--- config.mk ---
export PLATFORM = sky130hd
export DESIGN_NAME = timer_counter
export DESIGN_NICKNAME = d
export VERILOG_FILES = /design/src/rtl/timer_counter_pkg.sv /design/src/rtl/tc_prescaler.sv /design/src/rtl/timer_counter.sv
export SDC_FILE = /design/constraint.sdc
export NUM_CORES = 1
export LEC_CHECK = 0
export CORE_ASPECT_RATIO = 0.9
export CORE_UTILIZATION = 40
export DETAILED_ROUTE_END_ITERATION = 12
export GPL_ROUTABILITY_DRIVEN = 0
export HOLD_SLACK_MARGIN = 0.12
export PLACE_DENSITY = 0.59
export SYNTH_ARGS = -nofsm -noshare
export SYNTH_HDL_FRONTEND = slang
export SYNTH_SLANG_ARGS = --single-unit
export TNS_END_PERCENT = 10
--- constraint.sdc ---
create_clock -name clk -period 2.5 [get_ports clk]
set_input_delay 0.5 -clock clk [delete_from_list [all_inputs] [get_ports clk]]
set_output_delay 0.5 -clock clk [all_outputs]
set_load 0.03 [all_outputs]
--- src/rtl/timer_counter_pkg.sv ---
// Shared timer constants: bus word offsets, CTRL bit positions, mode
// encodings and FSM state encodings. The CPU side imports this file too.
package timer_counter_pkg;

    // Word select taken from bus address bits [3:2]
    localparam logic [1:0] ADDR_CTRL   = 2'd0;
    localparam logic [1:0] ADDR_PRESET = 2'd1;
    localparam logic [1:0] ADDR_COUNT  = 2'd2;
    localparam logic [1:0] ADDR_UNUSED = 2'd3;

    // CTRL register layout
    localparam int unsigned CTRL_EN_BIT   = 0;
    localparam int unsigned CTRL_MODE_LSB = 1;
    localparam int unsigned CTRL_MODE_MSB = 2;
    localparam int unsigned CTRL_IM_BIT   = 3;

    // Prescaler counter width (PRESCALE is at most 65535)
    localparam int unsigned PRESCALE_W = 16;

    typedef enum logic [1:0] {
        MODE_ONESHOT = 2'd0,
        MODE_RELOAD  = 2'd1,
        MODE_RSVD2   = 2'd2,
        MODE_RSVD3   = 2'd3
    } mode_t;

    typedef enum logic [1:0] {
        S_IDLE = 2'd0,
        S_LOAD = 2'd1,
        S_CNT  = 2'd2,
        S_INT  = 2'd3
    } state_t;

endpackage

--- src/rtl/tc_prescaler.sv ---
// Prescaler: divides clk so that tick pulses once every PRESCALE cycles
// while clr is low. clr forces the divider back to zero.
// Ports:
//   clk   - system clock
//   reset - asynchronous active-low reset
//   clr   - synchronous clear; also suppresses tick
//   tick  - one-cycle pulse on the last cycle of each PRESCALE period
module tc_prescaler
    import timer_counter_pkg::*;
#(
    parameter int unsigned PRESCALE = 1
) (
    input  logic clk,
    input  logic reset,
    input  logic clr,
    output logic tick
);

    localparam logic [PRESCALE_W-1:0] LAST = PRESCALE_W'(PRESCALE - 1);

    logic [PRESCALE_W-1:0] cnt;

    assign tick = !clr && (cnt == LAST);

    always_ff @(posedge clk or negedge reset) begin
        if (!reset) begin
            cnt <= '0;
        end else if (clr || (cnt == LAST)) begin
            cnt <= '0;
        end else begin
            cnt <= cnt + 1'b1;
        end
    end

endmodule

--- src/rtl/timer_counter.sv ---
// Programmable down-counting timer with bus register file and interrupt.
// Registers: CTRL (En, Mode, IM), PRESET (reload value), COUNT (read-only).
// Ports:
//   clk    - system clock
//   reset  - asynchronous active-low reset
//   addr   - word select (0=CTRL, 1=PRESET, 2=COUNT, 3=unused)
//   we     - bus write strobe
//   byteen - per-byte write enable for wdata
//   wdata  - bus write data
//   rdata  - combinational read of the selected register
//   irq    - interrupt request (pending AND IM)
module timer_counter
    import timer_counter_pkg::*;
#(
    parameter int unsigned PRESCALE = 1
) (
    input  logic        clk,
    input  logic        reset,
    input  logic [1:0]  addr,
    input  logic        we,
    input  logic [3:0]  byteen,
    input  logic [31:0] wdata,
    output logic [31:0] rdata,
    output logic        irq
);

    state_t      state, state_nxt;
    logic        en, im, pending;
    mode_t       mode;
    logic [31:0] preset, count;

    logic wr_ctrl, wr_ctrl_b0, wr_preset;
    logic en_bus;
    logic load, fire, stop;
    logic clr, tick;

    assign wr_ctrl    = we && (addr == ADDR_CTRL);
    assign wr_ctrl_b0 = wr_ctrl && byteen[0];
    assign wr_preset  = we && (addr == ADDR_PRESET);

    // The FSM looks at En as it will be after this edge's bus write, so a
    // CTRL write that sets En leaves IDLE on that same edge.
    assign en_bus = wr_ctrl_b0 ? wdata[CTRL_EN_BIT] : en;

    // Divider only runs while counting; clear it everywhere else, including
    // the edge on which CNT is left.
    assign clr = (state != S_CNT) || !en_bus;

    tc_prescaler #(
        .PRESCALE(PRESCALE)
    ) u_prescaler (
        .clk  (clk),
        .reset(reset),
        .clr  (clr),
        .tick (tick)
    );

    always_comb begin
        state_nxt = state;
        load      = 1'b0;
        fire      = 1'b0;
        stop      = 1'b0;
        unique case (state)
            S_IDLE: begin
                if (en_bus) state_nxt = S_LOAD;
            end
            S_LOAD: begin
                load      = 1'b1;
                state_nxt = S_CNT;
            end
            S_CNT: begin
                if (!en_bus) begin
                    state_nxt = S_IDLE;
                end else if (tick && (count <= 32'd1)) begin
                    fire      = 1'b1;
                    state_nxt = S_INT;
                end
            end
            S_INT: begin
                if (mode == MODE_RELOAD) begin
                    state_nxt = S_LOAD;
                end else begin
                    stop      = 1'b1;
                    state_nxt = S_IDLE;
                end
            end
            default: state_nxt = S_IDLE;
        endcase
    end

    always_ff @(posedge clk or negedge reset) begin
        if (!reset) begin
            state   <= S_IDLE;
            en      <= 1'b0;
            mode    <= MODE_ONESHOT;
            im      <= 1'b0;
            preset  <= '0;
            count   <= '0;
            pending <= 1'b0;
        end else begin
            state <= state_nxt;

            // Bus write is applied after the FSM's En clear so it wins.
            if (stop) en <= 1'b0;
            if (wr_ctrl_b0) begin
                en   <= wdata[CTRL_EN_BIT];
                mode <= mode_t'(wdata[CTRL_MODE_MSB:CTRL_MODE_LSB]);
                im   <= wdata[CTRL_IM_BIT];
            end

            for (int unsigned i = 0; i < 4; i++) begin
                if (wr_preset && byteen[i]) preset[8*i +: 8] <= wdata[8*i +: 8];
            end

            if (load) begin
                count <= preset;
            end else if (fire) begin
                count <= '0;
            end else if (tick) begin
                count <= count - 32'd1;
            end

            // Pending is raised on entry to INT; in reload mode it drops on
            // the INT->LOAD edge, otherwise only a CTRL write clears it.
            if (fire) begin
                pending <= 1'b1;
            end else if (wr_ctrl) begin
                pending <= 1'b0;
            end else if ((state == S_INT) && (mode == MODE_RELOAD)) begin
                pending <= 1'b0;
            end
        end
    end

    always_comb begin
        rdata = '0;
        unique case (addr)
            ADDR_CTRL:   rdata = {28'd0, im, mode, en};
            ADDR_PRESET: rdata = preset;
            ADDR_COUNT:  rdata = count;
            default:     rdata = '0;
        endcase
    end

    assign irq = pending && im;

endmodule
# Word level (Yosys, flattened, before mapping)
# Index checks and enable logic that the tools add are counted.
# word_totals
register_bits	87
inputBits	41
output_inout_bits	33
word_cells	67
# classes
n_addsub	2
order_cmp	1
n_eq_ne	9
n_mux	22
reduce_logical	22
# ops
cell	count
$mux 32	3
$pmux 32 s3	1
$le 32x1->1 const B	1
$sub 32x1->32 const B	1
$add 16x1->16 const B	1
$logic_not 16->1	1
$mux 16	1
$mux 1	13
$logic_and 1x1->1	11
$pmux 2 s4	1
$eq 2x1->1 const B	3
$eq 2x2->1 const B	3
$mux 2	3
$reduce_bool 3->1	2
$logic_not 2->1	2
$ne 2x2->1 const B	2
$ne 3x3->1 const B	1
$logic_not 1->1	2
$logic_or 1x1->1	2
$reduce_and 2->1	1
$reduce_bool 2->1	1

# Logic depth before layout (Yosys ltp)
# depth
ltp_word	14
depth_mapped	9
depth_no_buf	8

# Hierarchy
# From an unflattened synthesis, not the netlist that was laid out.
# hier_totals
hier_cells	450
hier_area_um2	4603.2
# by_module_without_submodules
mod	instances	cells_each	area_per_inst_um2	seq_area_each_um2
timer_counter	1	362	3776.1	1776.7
tc_prescaler	1	88	827.0	400.4

# Worst setup path before layout
# Ideal clock, no wire load.
# synth_timing
kind	in2reg
startpoint	input addr[0]
endpoint	register count[28]
setup_ps	69
arrival_ps	2280
required_ps	2431
slack_ps	151
stages	8
path_buffers	2
path_cell_list	buf_6 and4bb_1 buf_6 mux2_4 o311ai_4 or4b_1 or4_1 nand3_1
# synth_via
elab_chain_cells	14
word_cells_on_any_way	15
# synth_lines
element	line_no	text
start: declaration	timer_counter.sv:19	input logic [1:0] addr,
$logic_not 2->1 (*)	timer_counter.sv:37	assign wr_ctrl = we && (addr == ADDR_CTRL);
$logic_and 1x1->1 (*)	timer_counter.sv:37	
$logic_and 1x1->1 (*)	timer_counter.sv:38	assign wr_ctrl_b0 = wr_ctrl && byteen[0];
$mux 1 (*)	timer_counter.sv:43	assign en_bus = wr_ctrl_b0 ? wdata[CTRL_EN_BIT] : en;
$logic_not 1->1	n/a	
$logic_or 1x1->1	timer_counter.sv:47	assign clr = (state != S_CNT) || !en_bus;
$logic_not 1->1	tc_prescaler.sv:23	assign tick = !clr && (cnt == LAST);
$logic_and 1x1->1	tc_prescaler.sv:23	
$logic_and 1x1->1	timer_counter.sv:74	end else if (tick && (count <= 32'd1)) begin
$mux 1	timer_counter.sv:74	
$mux 1	timer_counter.sv:72	if (!en_bus) begin
$mux 1	timer_counter.sv:63	unique case (state)
$mux 32	timer_counter.sv:117	end else if (fire) begin
$mux 32	timer_counter.sv:115	if (load) begin
end signal: assignment	timer_counter.sv:116	count <= preset;
end signal: assignment	timer_counter.sv:120	count <= count - 32'd1;
end: declaration	timer_counter.sv:30	logic [31:0] preset, count;
# Every way passes the cells marked *; elsewhere a longest branch is shown, timed or not.
# A chain may end at the register's enable or synchronous reset.

# Worst setup path in the final report
# layout_timing
startpoint	input addr[0]
endpoint	output rdata[25]
# layout_via
elab_chain_cells	2
word_cells_on_any_way	4
# layout_lines
element	line_no	text
$eq 2x2->1, or another cell as far along	timer_counter.sv:137	unique case (addr)
$pmux 32 s3 (*)	timer_counter.sv:137	
end: declaration	timer_counter.sv:23	output logic [31:0] rdata,
# Marked as above.

==> impl_metrics.tcl <==
set metrics [dict create \
    synth.cell_area_um2 4660 \
    cts_buffers 9 \
    crit_chain "clkdlybuf4s50_1 > buf_6 > nor2b_4 > buf_12 > a22o_1 > buf_4" \
    clock-sinks 87 \
    stdcell_count 746 \
    finalPower_uw 5800 \
    clock.fmax_mhz 413 \
    drc_errors 0 \
    ys.flop_type "dfrtp_1" \
    critPathSlowestCell "clkdlybuf4s50_1" \
    timing.final.crit_period_ns 2.42 \
    status "completed" \
    wl_per_cell_um 16.4 \
    drive_above_1_share_pct 24.7 \
    ys_seq_area_share_pct 46.7 \
    io_buffers 73 \
    dr.pass1.iters 4 \
    crit_path_end_kind "primary output" \
    async_flop_share_pct 100 \
    fin_nets 630 \
    vias_per_cell 5.34 \
    path_class "input port to primary output" \
    rsz0062_at_grt "true" \
    synth-seq-cells 87 \
    placed_area_um2 5830 \
    critPathTopFamily "buffers and inverters" \
    htree_levels 3 \
    crit_buf_inv 4 \
    critPathLaunchType "input port" \
    finalWirelength_um 12200 \
    grt_pass1_wl_um 20800 \
    ant_nets 0 \
    post_cts_buffers 0 \
    ys_types 48 \
    fin_crit_sh_pct 97.0 \
    via_count 3983 \
    hpwlAfterDp_um 8500 \
    synth.area.top_cells "dfrtp_1 (47%), mux2_2 (8.5%), a22o_1 (5.3%)" \
    synth_top_cell_by_area "dfrtp_1" \
    rows 37 \
    fin_worst_skew_ns 0.00699 \
    grt-ovfl-total 0 \
    grt_max_degree 49 \
    p_per_area_nw_per_um2 938 \
    finalInstanceArea_um2 6180 \
    initial_core_util_pct 40.9 \
    hp-class "input port to async pin" \
    final-setup-viol-count 0 \
    synth_nets 517 \
    grt_pass1_vias 4149 \
    die_height_um 104 \
    ys_top_cells_by_count "dfrtp_1 (87), nand2_1 (56), o21ai_0 (39)" \
    gr-usage-all-layers_pct 22.3 \
    synth-warning-count 0 \
    synth_edf_count 0 \
    arrival_ns 1.92 \
    p_leak_uw 0.00266 \
    cpPeakStageDelay_ns 0.50 \
    syn_inst 472 \
    root_buffer "clkbuf_16" \
    slew_headroom_pct 58.1 \
    ir_drop_mv 0.457 \
    clock_latency_ns 0.35 \
    max_cap_viol_count 0 \
    io_pins 74 \
    cts_tree "yes" \
    area_growth_pct 32.6 \
    synth.most_common_cell "dfrtp_1" \
    core-area_um2 11400 \
    critical_path_peak_fanout 32 \
    finalHoldViolCount 0 \
    finalMaxSlewViolations 0 \
    dp_cells 730 \
    cts_buffer_depth 2 \
    drt_iter0_drc 162 \
    die_area_um2 12100 \
    critPathRequiredTime_ns 2.00 \
    clkTransAtPathRegs_ns 0.06 \
    antenna_found_initial 0 \
    worst_slew_pin_slew_ns 0.629 \
    syn_area_per_cell_um2 9.87 \
    synth_top_area_share_pct 46.7 \
    antenna_cells 0 \
    dieWidth_um 116 \
]
## worst reg2reg max path: stages, from the launching register on
cell,delay [ns]
dfrtp_1,0.45
nor4_2,0.39
and4_4,0.32
o311ai_4,0.11
or4b_1,0.52
or4_1,0.41
nand3_1,0.10
## through the flow
step / hold WS (ns) / setup WS (ns) / util [%] / setup TNS, ns
global placement: 0.480 / -0.138 / 51.2 / -0.865
floorplan: 0.204 / 0.151 / - / 0
finish: 0.166 / 0.0761 / 54.3 / 0
CTS: 0.180 / 0.0124 / 53.9 / 0
detailed placement: 0.484 / -0.167 / 51.2 / -1.24
global route: 0.214 / -0.00574 / 54.3 / -0.00574
## flip-flops by register name, summed over array words and instances, names as in the netlist
signal and count:
mode 2, state 2, im 1, count 32
u_prescaler.cnt 16, pending 1, en 1, preset 32
## path summary, 6_finish.rpt
kind                                           from                 end  slack [ns]  depth (start not counted)
worst max-delay path                        addr[0]           rdata[25]        0.08                          6
worst min-delay path                          reset  u_prescaler.cnt[5]        0.17                          1
worst max register to register  u_prescaler.cnt[11]           count[28]        0.14                          6
worst min register to register              pending             pending        0.51                          2
max in group asynchronous                     reset           preset[1]        1.64                          2
min in group clk                            pending             pending        0.51                          2
## kinds of logic (layout without fill, tap and decap cells)
logic type	count (synthesis)	after routing	synth area share, %
compound gates	103	103	15.1
mux	41	41	9.85
flops	87	87	46.7
fa+ha+maj	4	4	1.07
xor+xnor	26	26	4.89
simple gates	182	182	19.7
buf+inv	29	147	2.74
## cell usage in the layout (no fill, tap or decap), types with 2 or more instances in the layout
cell type,synthesis,final
a21oi_1,14,14
nor2_1,38,38
o31ai_1,2,2
and3b_1,2,2
o211ai_1,4,4
ha_1,4,4
nor4_1,17,14
clkbuf_16,0,9
dfrtp_1,87,87
nand2_1,56,56
xnor2_1,11,11
and3_1,4,4
a22o_1,28,28
a31oi_1,2,2
buf_6,2,2
nor3_1,10,10
or3_1,2,2
and2_1,2,2
clkbuf_8,0,3
buf_4,0,78
mux2i_1,5,5
nand4b_1,3,3
inv_1,8,8
xor2_1,15,15
nor2b_4,0,2
a32oi_1,2,2
nand3_1,19,19
clkdlybuf4s50_1,0,40
mux2_2,35,35
or4_1,3,3
clkbuf_1,14,2
o21ai_0,39,39
or2_2,2,2
o311ai_0,3,3
nand3b_1,4,4
nand4_1,4,4
a22oi_1,4,4
nor4_2,0,3
buf_12,0,3
nand2b_1,4,4
## area by class of cell
cell class	count	area [um^2]
clock buffers	14	274
inverters	8	30.0
multi-input cells	356	2400
fillers	1071	5210
repair buffers	123	1070
well taps	156	195
clock inverters	2	37.5
flip-flops and latches	87	2180
## power by group
group	switching [uW]	internal, uW	total, uW
registers	388	1790	2170
logic	1190	1020	2220
clock network	550	857	1410
total	2130	3670	5800
## routing by layer
metal  up-vias  part of all wire, %  track usage [%]
li1       1949                    -                -
met1      1923                   46             30.7
met2       102                   46             33.9
met3         9                  6.0             6.59
met4         0                  1.0             6.04
met5         -                    0                0
## timing repair
item	CTS	global route
gates resized for setup	0	10
endpoints found under the setup margin	0	16
hold buffers	0	0
Note: power is estimated with default switching activity, not from simulation.
